===== config.mk =====
export PLATFORM = sky130hd
export DESIGN_NAME = program_sequencer
export DESIGN_NICKNAME = d
export VERILOG_FILES = /design/src/rtl/seq_pkg.sv /design/src/rtl/seq_decode.sv /design/src/rtl/program_sequencer.sv
export SDC_FILE = /design/constraint.sdc
export NUM_CORES = 1
export LEC_CHECK = 0
export CORE_UTILIZATION = 43
export CTS_CLUSTER_SIZE = 20
export DETAILED_ROUTE_END_ITERATION = 8
export PLACE_DENSITY = 0.74
export SLEW_MARGIN = 20
export SYNTH_ARGS = -nofsm -noshare
export SYNTH_HDL_FRONTEND = slang
export SYNTH_SLANG_ARGS = --single-unit

===== constraint.sdc =====
create_clock -name clk -period 1.44 [get_ports clk]
set_clock_uncertainty 0.05 [all_clocks]
set_input_delay 0.288 -clock clk [delete_from_list [all_inputs] [get_ports clk]]
set_output_delay 0.288 -clock clk [all_outputs]
set_load 0.01 [all_outputs]

===== src/rtl/seq_pkg.sv =====
// rtl/seq_pkg.sv - shared states, opcodes and ALU select codes for the program sequencer
package seq_pkg;

    typedef enum logic [2:0] {
        IDLE  = 3'd0,
        FETCH = 3'd1,
        EXEC  = 3'd2,
        WAIT  = 3'd3,
        WB    = 3'd4,
        DONE  = 3'd5
    } state_t;

    localparam logic [2:0] OP_CLR  = 3'b000;
    localparam logic [2:0] OP_LDA  = 3'b001;
    localparam logic [2:0] OP_LDB  = 3'b010;
    localparam logic [2:0] OP_ADD  = 3'b011;
    localparam logic [2:0] OP_SUB  = 3'b100;
    localparam logic [2:0] OP_HALT = 3'b101;

    localparam logic [1:0] ALU_NONE = 2'b00;
    localparam logic [1:0] ALU_ADD  = 2'b01;
    localparam logic [1:0] ALU_SUB  = 2'b10;

endpackage


===== src/rtl/seq_decode.sv =====
// rtl/seq_decode.sv - combinational opcode decoder; opcodes 110/111 decode as NOP (all flags low)
module seq_decode
    import seq_pkg::*;
(
    input  logic [2:0] opcode_i,
    output logic       is_clr_o,
    output logic       is_lda_o,
    output logic       is_ldb_o,
    output logic       is_alu_o,
    output logic [1:0] alu_code_o,
    output logic       is_halt_o
);

    always_comb begin
        is_clr_o   = 1'b0;
        is_lda_o   = 1'b0;
        is_ldb_o   = 1'b0;
        is_alu_o   = 1'b0;
        alu_code_o = ALU_NONE;
        is_halt_o  = 1'b0;
        case (opcode_i)
            OP_CLR:  is_clr_o = 1'b1;
            OP_LDA:  is_lda_o = 1'b1;
            OP_LDB:  is_ldb_o = 1'b1;
            OP_ADD: begin
                is_alu_o   = 1'b1;
                alu_code_o = ALU_ADD;
            end
            OP_SUB: begin
                is_alu_o   = 1'b1;
                alu_code_o = ALU_SUB;
            end
            OP_HALT: is_halt_o = 1'b1;
            default: ;
        endcase
    end

endmodule


===== src/rtl/program_sequencer.sv =====
// rtl/program_sequencer.sv - fetch/exec/wait/writeback controller for memory and A/B/ALU datapath
// Optional STEP_MODE_EN adds a step input that gates each FETCH.
module program_sequencer
    import seq_pkg::*;
#(
    parameter int PROG_LEN = 6,
    parameter int ALU_LAT  = 1,
    parameter int OP_W     = 4
) (
    input  logic            clk,
    input  logic            rst,
    input  logic            start,
`ifdef STEP_MODE_EN
    input  logic            step,
`endif
    input  logic [OP_W-1:0] instr,
    input  logic [OP_W-1:0] inX,
    output logic [2:0]      count,
    output logic [OP_W-1:0] operand,
    output logic            op_clr,
    output logic            op_ld_a,
    output logic            op_ld_b,
    output logic [1:0]      alu_sel,
    output logic            op_ld_res,
    output logic            busy,
    output logic            done
);

    localparam logic [2:0] LAST_ADDR = 3'(PROG_LEN - 1);
    localparam logic [2:0] WAIT_INIT = (ALU_LAT > 0) ? 3'(ALU_LAT - 1) : 3'd0;

    state_t          state_q, state_d;
    logic [2:0]      count_q, count_d;
    logic [OP_W-1:0] operand_q, operand_d;
    logic [2:0]      ir_q, ir_d;
    logic [1:0]      alu_sel_q, alu_sel_d;
    logic [2:0]      wait_q, wait_d;
    logic            advance;
    logic            step_ok;

    logic            is_clr, is_lda, is_ldb, is_alu, is_halt;
    logic [1:0]      alu_code;

`ifdef STEP_MODE_EN
    assign step_ok = step;
`else
    assign step_ok = 1'b1;
`endif

    if (OP_W > 3) begin : g_hi
        logic unused_instr_hi;
        assign unused_instr_hi = ^instr[OP_W-1:3];
    end

    seq_decode u_decode (
        .opcode_i   (ir_q),
        .is_clr_o   (is_clr),
        .is_lda_o   (is_lda),
        .is_ldb_o   (is_ldb),
        .is_alu_o   (is_alu),
        .alu_code_o (alu_code),
        .is_halt_o  (is_halt)
    );

    always_comb begin
        state_d   = state_q;
        count_d   = count_q;
        operand_d = operand_q;
        ir_d      = ir_q;
        alu_sel_d = alu_sel_q;
        wait_d    = wait_q;
        advance   = 1'b0;
        case (state_q)
            IDLE, DONE: begin
                if (start) begin
                    count_d = 3'd0;
                    state_d = FETCH;
                end
            end
            FETCH: begin
                if (step_ok) begin
                    ir_d      = instr[2:0];
                    operand_d = inX;
                    state_d   = EXEC;
                end
            end
            EXEC: begin
                if (is_alu) begin
                    alu_sel_d = alu_code;
                    if (ALU_LAT > 0) begin
                        wait_d  = WAIT_INIT;
                        state_d = WAIT;
                    end else begin
                        state_d = WB;
                    end
                end else if (is_halt) begin
                    state_d = DONE;
                end else begin
                    advance = 1'b1;
                end
            end
            WAIT: begin
                if (wait_q == 3'd0) begin
                    state_d = WB;
                end else begin
                    wait_d = wait_q - 3'd1;
                end
            end
            WB: begin
                alu_sel_d = ALU_NONE;
                advance   = 1'b1;
            end
            default: state_d = IDLE;
        endcase
        // The last program word finishes into DONE with count held, never wrapping.
        if (advance) begin
            if (count_q == LAST_ADDR) begin
                state_d = DONE;
            end else begin
                count_d = count_q + 3'd1;
                state_d = FETCH;
            end
        end
    end

    always_ff @(posedge clk) begin
        if (rst) begin
            state_q   <= IDLE;
            count_q   <= 3'd0;
            operand_q <= '0;
            ir_q      <= 3'd0;
            alu_sel_q <= ALU_NONE;
            wait_q    <= 3'd0;
        end else begin
            state_q   <= state_d;
            count_q   <= count_d;
            operand_q <= operand_d;
            ir_q      <= ir_d;
            alu_sel_q <= alu_sel_d;
            wait_q    <= wait_d;
        end
    end

    // Strobes are gated by rst so a reset arriving mid-instruction suppresses them immediately.
    assign op_clr    = ~rst & (state_q == EXEC) & is_clr;
    assign op_ld_a   = ~rst & (state_q == EXEC) & is_lda;
    assign op_ld_b   = ~rst & (state_q == EXEC) & is_ldb;
    assign op_ld_res = ~rst & (state_q == WB);

    assign count   = count_q;
    assign operand = operand_q;
    assign alu_sel = alu_sel_q;
    assign busy    = (state_q == FETCH) || (state_q == EXEC) || (state_q == WAIT) || (state_q == WB);
    assign done    = (state_q == DONE);

endmodule


; ---- Word level (Yosys, flattened, before mapping)
; Index checks and enable logic that the tools add are counted.
[totals]
ff_bits = 18
in_bits = 11
out_inout_bits = 15
word_cells = 69
[classes]
n_addsub = 2
eq_ne = 17
n_mux = 25
bitwise_logic = 6
reduce_logical = 13
[op_table]
columns = op, count
row1 = 3-bit 2-to-1 mux, 12
row2 = "3-bit equality test, second input constant", 5
row3 = 3-bit case mux with 5 select lines, 1
row4 = "3-bit by 2-bit equality test with 1-bit output, second input constant", 4
row5 = 3-bit zero test, 3
row6 = 2-bit case mux with 2 select lines, 2
row7 = 1-bit 2-to-1 mux, 7
row8 = "3-bit by 1-bit equality test with 1-bit output, second input constant", 2
row9 = "2-bit inequality test, second input constant", 3
row10 = "3-bit inequality test, second input constant", 2
row11 = 3-bit case mux with 2 select lines, 1
row12 = 1-bit bitwise AND, 5
row13 = "4-bit inequality test, second input constant", 1
row14 = 4-bit AND reduction, 1
row15 = 2-bit nonzero test, 2
row16 = 2-bit OR reduction, 2
row17 = "3-bit by 1-bit adder with 3-bit output, second input constant", 1
row18 = 1-bit logical OR, 3
row19 = 3-bit AND reduction, 1
row20 = "3-bit by 1-bit subtractor with 3-bit output, second input constant", 1
row21 = 2-bit 2-to-1 mux, 1
row22 = 1-bit case mux with 2 select lines, 1
row23 = 2-bit AND reduction, 1
row24 = 1-bit NOT, 1

; ---- Longest topological paths before layout
[depth]
depth_word = 7
mapped_depth = 6
mapped_depth_nobuf = 6

; ---- Cells and area by module
; Synthesis repeated with hierarchy kept, for this count alone.
[unflattened]
cells_unflattened = 116
area_unflattened_um2 = 1051.0
[modules_own_cells]
columns = mod, n_inst, cells_per_inst, area_each_um2, seq_area_each_um2
row1 = program_sequencer, 1, 108, 994.7, 360.3
row2 = seq_decode, 1, 8, 56.3, 0.0

; ---- Least setup slack after synthesis
; No wires, ideal clock.
[synth_path]
path_type = reg-to-output
startpoint = register state_q[2]
endpoint = output op_ld_a
arrival_ns = 1.294
t_required_ns = 1.102
path_slack_ns = -0.192
path_stages_with_launch = 6
path_buffers = 1
cell_sequence = dfxtp_1 -> buf_6 -> nor2_1 -> and3_1 -> nand2b_1 -> nor3b_1
[synth_between]
elab_chain_cells = 3
[synth_rtl]
columns = element, line
row1 = start: declaration, program_sequencer.sv:32  ; state_t state_q, state_d;
row2 = start signal: assignment, program_sequencer.sv:135  ; state_q <= state_d;
row3 = 3-bit by 2-bit equality test with 1-bit output, program_sequencer.sv:146  ; assign op_ld_a = ~rst & (state_q == EXEC) & is_lda;
row4 = 1-bit bitwise AND (2 in series), program_sequencer.sv:146
row5 = end: declaration, program_sequencer.sv:21  ; output logic op_ld_a,
; Every way passes these cells.

; ---- Final worst setup path
[layout_path]
startpoint = register state_q[0]
endpoint = output op_ld_b
[layout_between]
elab_chain_cells = 3
[layout_rtl]
columns = element, line
row1 = 3-bit by 2-bit equality test with 1-bit output, program_sequencer.sv:147  ; assign op_ld_b = ~rst & (state_q == EXEC) & is_ldb;
row2 = 1-bit bitwise AND (2 in series), program_sequencer.sv:147
row3 = end: declaration, program_sequencer.sv:22  ; output logic op_ld_b,
; Every way passes these cells.

==> impl_metrics.env <==
export IMPL_drt_iter0_drc=23
export IMPL_path_buf_inv=1
export IMPL_synthesis_nets=127
export IMPL_timing_final_crit_share_pct=116
export IMPL_final_cell_mix="buf_4, buf_6, nor2_1, dlygate4sd2_1, mux2i_1"
export IMPL_synth_simple_area_share_pct=26.1
export IMPL_clk_pin_slew_ns=0.11
export IMPL_grt_pass1_wl_mm=5.13
export IMPL_async_flop_share_pct=0
export IMPL_io_pins=26
export IMPL_cp_end_kind="primary output"
export IMPL_grt_remaining_overflow=0
export IMPL_synth_top_family_by_area="simple AND/OR/NAND/NOR gates"
export IMPL_avgSynthCellArea_um2=9.32
export IMPL_first_global_vias=1134
export IMPL_synth_compound_area_share_pct=17.6
export IMPL_slowest_stage="dfxtp_2"
export IMPL_worst_slack_ns=-0.234
export IMPL_muxShareOfSynthArea_pct=8.63
export IMPL_cts_hold_fix_buffers=0
export IMPL_initial_core_util_pct=46.3
export IMPL_yosys_warnings=0
export IMPL_final_antenna_net_count=0
export IMPL_track_usage_pct=26.3
export IMPL_synth_cells=112
export IMPL_cts_path_max_buffers=2
export IMPL_hold_class="reg -> reg"
export IMPL_port_buffers=24
export IMPL_core_rowCount=17
export IMPL_die_area_um2=2630
export IMPL_synth_seq_cells=18
export IMPL_rsz0062_at_grt="yes"
export IMPL_cpLargestDelayFamily="simple AND/OR/NAND/NOR gates"
export IMPL_yosysUniqueCellTypes=44
export IMPL_seqCellArea_um2=380
export IMPL_grt_antenna_before_repair=0
export IMPL_p_leak_nw=0.845
export IMPL_routed_wl_mm=3.47
export IMPL_num_fill_cells=143
export IMPL_crit_path_cell_trace="nor2_4 -> and3_4 -> nand2b_4 -> nor3b_2 -> buf_2"
export IMPL_ys_top_cells_by_area="dfxtp_1, mux2i_1, ha_1"
export IMPL_place_worst_setup_slack_ns=-0.671
export IMPL_slowest_delay_ns=0.35
export IMPL_peakVddDrop_mv=0.968
export IMPL_syn_area_um2=1040
export IMPL_grt_max_degree=17
export IMPL_firstDrtPassIters=4
export IMPL_avgViaCountPerCell=5.65
export IMPL_fin_util_pct=79.5
export IMPL_die_w_um=51.3
export IMPL_wl_per_cell_um=17.2
export IMPL_cts_tree="yes"
export IMPL_synth_xor_area_share_pct=1.68
export IMPL_fin_nets=190
export IMPL_failed_checks="negative setup slack"
export IMPL_synth_top_area_share_pct=34.5
export IMPL_worst_slew_margin_rel_pct=78.3
export IMPL_ys_seq_area_share_pct=34.5
export IMPL_clock_sinks=18
export IMPL_drc=0
export IMPL_h_tree_depth=1
export IMPL_drv_cap=0
export IMPL_fin_hold_ws_ns=0.454
export IMPL_timing_worst_setup_path_type="reg -> out"
export IMPL_power_density_nw_per_um2=989
export IMPL_setup_viol_count_final=22
export IMPL_fp_dieH_um=51.3
export IMPL_hold_viol_final=0
export IMPL_gp_congestion=0.861
export IMPL_cts_root_buf="clkbuf_4"
export IMPL_max_freq_mhz=597
export IMPL_worst_slew_pin_slew_ns=0.324
export IMPL_synthToLayoutAreaGrowth_pct=71.8
export IMPL_drive_above_1_share_pct=54.6
export IMPL_multi_input_area_um2=768
export IMPL_dp_hpwl_mm=1.91
export IMPL_synth_fa_ha_area_share_pct=4.80
export IMPL_dp_cells=181
export IMPL_finalMaxSlewViolations=0
export IMPL_cts_buffers=3
export IMPL_fin_cells=202
export IMPL_num_vias=1142
export IMPL_diodes=0
export IMPL_synth_ff_type="dfxtp_1"
export IMPL_worst_ep_arrival_time_ns=1.34
export IMPL_cp_max_fo=3
export IMPL_mostFrequentLayoutCell="buf_4"
export IMPL_synth_largest_area_cell="dfxtp_1"
export IMPL_core_area_um2=2250
export IMPL_required_ns=1.10
export IMPL_insertion_delay_ns=0.30
export IMPL_startpoint_type="register"
export IMPL_outcome="finished, violations left"
export IMPL_synth_edff_count=0
export IMPL_period_minus_slack_ns=1.67
## Yosys cell counts, types with 2 or more instances
cell type  number
nor2_1         13
buf_4           2
a221oi_2        2
a22o_1          2
dfxtp_1        18
ha_1            4
nor3_1          4
or2_2           2
mux2i_1         9
nand2b_1        3
a31oi_1         5
clkbuf_1        2
nand2_1         3
o211a_1         2
nor2b_1         3
a21oi_1         2
inv_1           7
nor3b_2         3
## state kept, by name, indices dropped and copies added, names as in the netlist
signal   count
ir_q         3
state_q      3
alu_sel      2
wait_q       3
operand      4
count        3
## tightest hold or removal path: cells and delay by family (launching register included)
family	cells	cell delay (ns)
flip-flops	1	0.36
multiplexers	1	0.06
AND/OR/NAND/NOR	1	0.06
## logic make-up (layout without fill, tap and decap cells)
| family | count (synthesis) | count (layout) |
|---|---|---|
| AND/OR/NAND/NOR | 44 | 44 |
| AO/OA/AOI/OAI | 21 | 21 |
| multiplexers | 9 | 9 |
| buffers and inverters | 14 | 76 |
| flip-flops | 18 | 18 |
| adder cells (fa/ha/maj) | 4 | 4 |
| XOR/XNOR | 2 | 2 |
## area by class of cell
type / count / area share (%)
clock buffers: 4 / 2.02
inverters: 8 / 1.67
multi-input cells: 80 / 42.8
flip-flops and latches: 18 / 21.2
well taps: 28 / 1.95
repair buffers: 64 / 30.3
## through the flow
| stage | area [µm²] | setup TNS (ns) | power [mW] |
|---|---|---|---|
| 5_1_grt | 1790 | -3.43 | 1.83 |
| 3_5_place_dp | 1480 | -3.83 | 1.22 |
| 4_1_cts | 1690 | -1.74 | 1.69 |
| 2_1_floorplan | 1070 | 0 | 0.971 |
| 3_3_place_gp | 1480 | -3.50 | 1.19 |
| 6_report | 1790 | -2.27 | 1.77 |
## path summary, 6_finish.rpt
check | depth (start not counted) | end | slack [ns] | start
setup / recovery | 5 | op_ld_b | -0.23 | state_q[0]
hold / removal | 2 | count[1] | 0.45 | count[1]
setup reg to reg | 7 | ir_q[0] | -0.15 | state_q[2]
hold reg to reg | 2 | count[1] | 0.45 | count[1]
## power by group
| part | switching, mW | internal, mW |
|---|---|---|
| combinational | 0.402 | 0.445 |
| clock | 0.174 | 0.154 |
| sequential | 0.0458 | 0.552 |
| total | 0.622 | 1.15 |
## metal layers
layer | routed length (µm) | track usage [%]
met1 | 1410 | 31.1
met2 | 1840 | 46.5
met3 | 132 | 4.17
met4 | 93 | 11.7
met5 | 0 | 0
## timing repair
item                       4_1_cts  5_1_grt
setup buffers                   13        5
gates resized for setup         68       17
pin swaps                       16       10
setup endpoints to repair       24       23
Note: power is estimated with default switching activity, not from simulation.
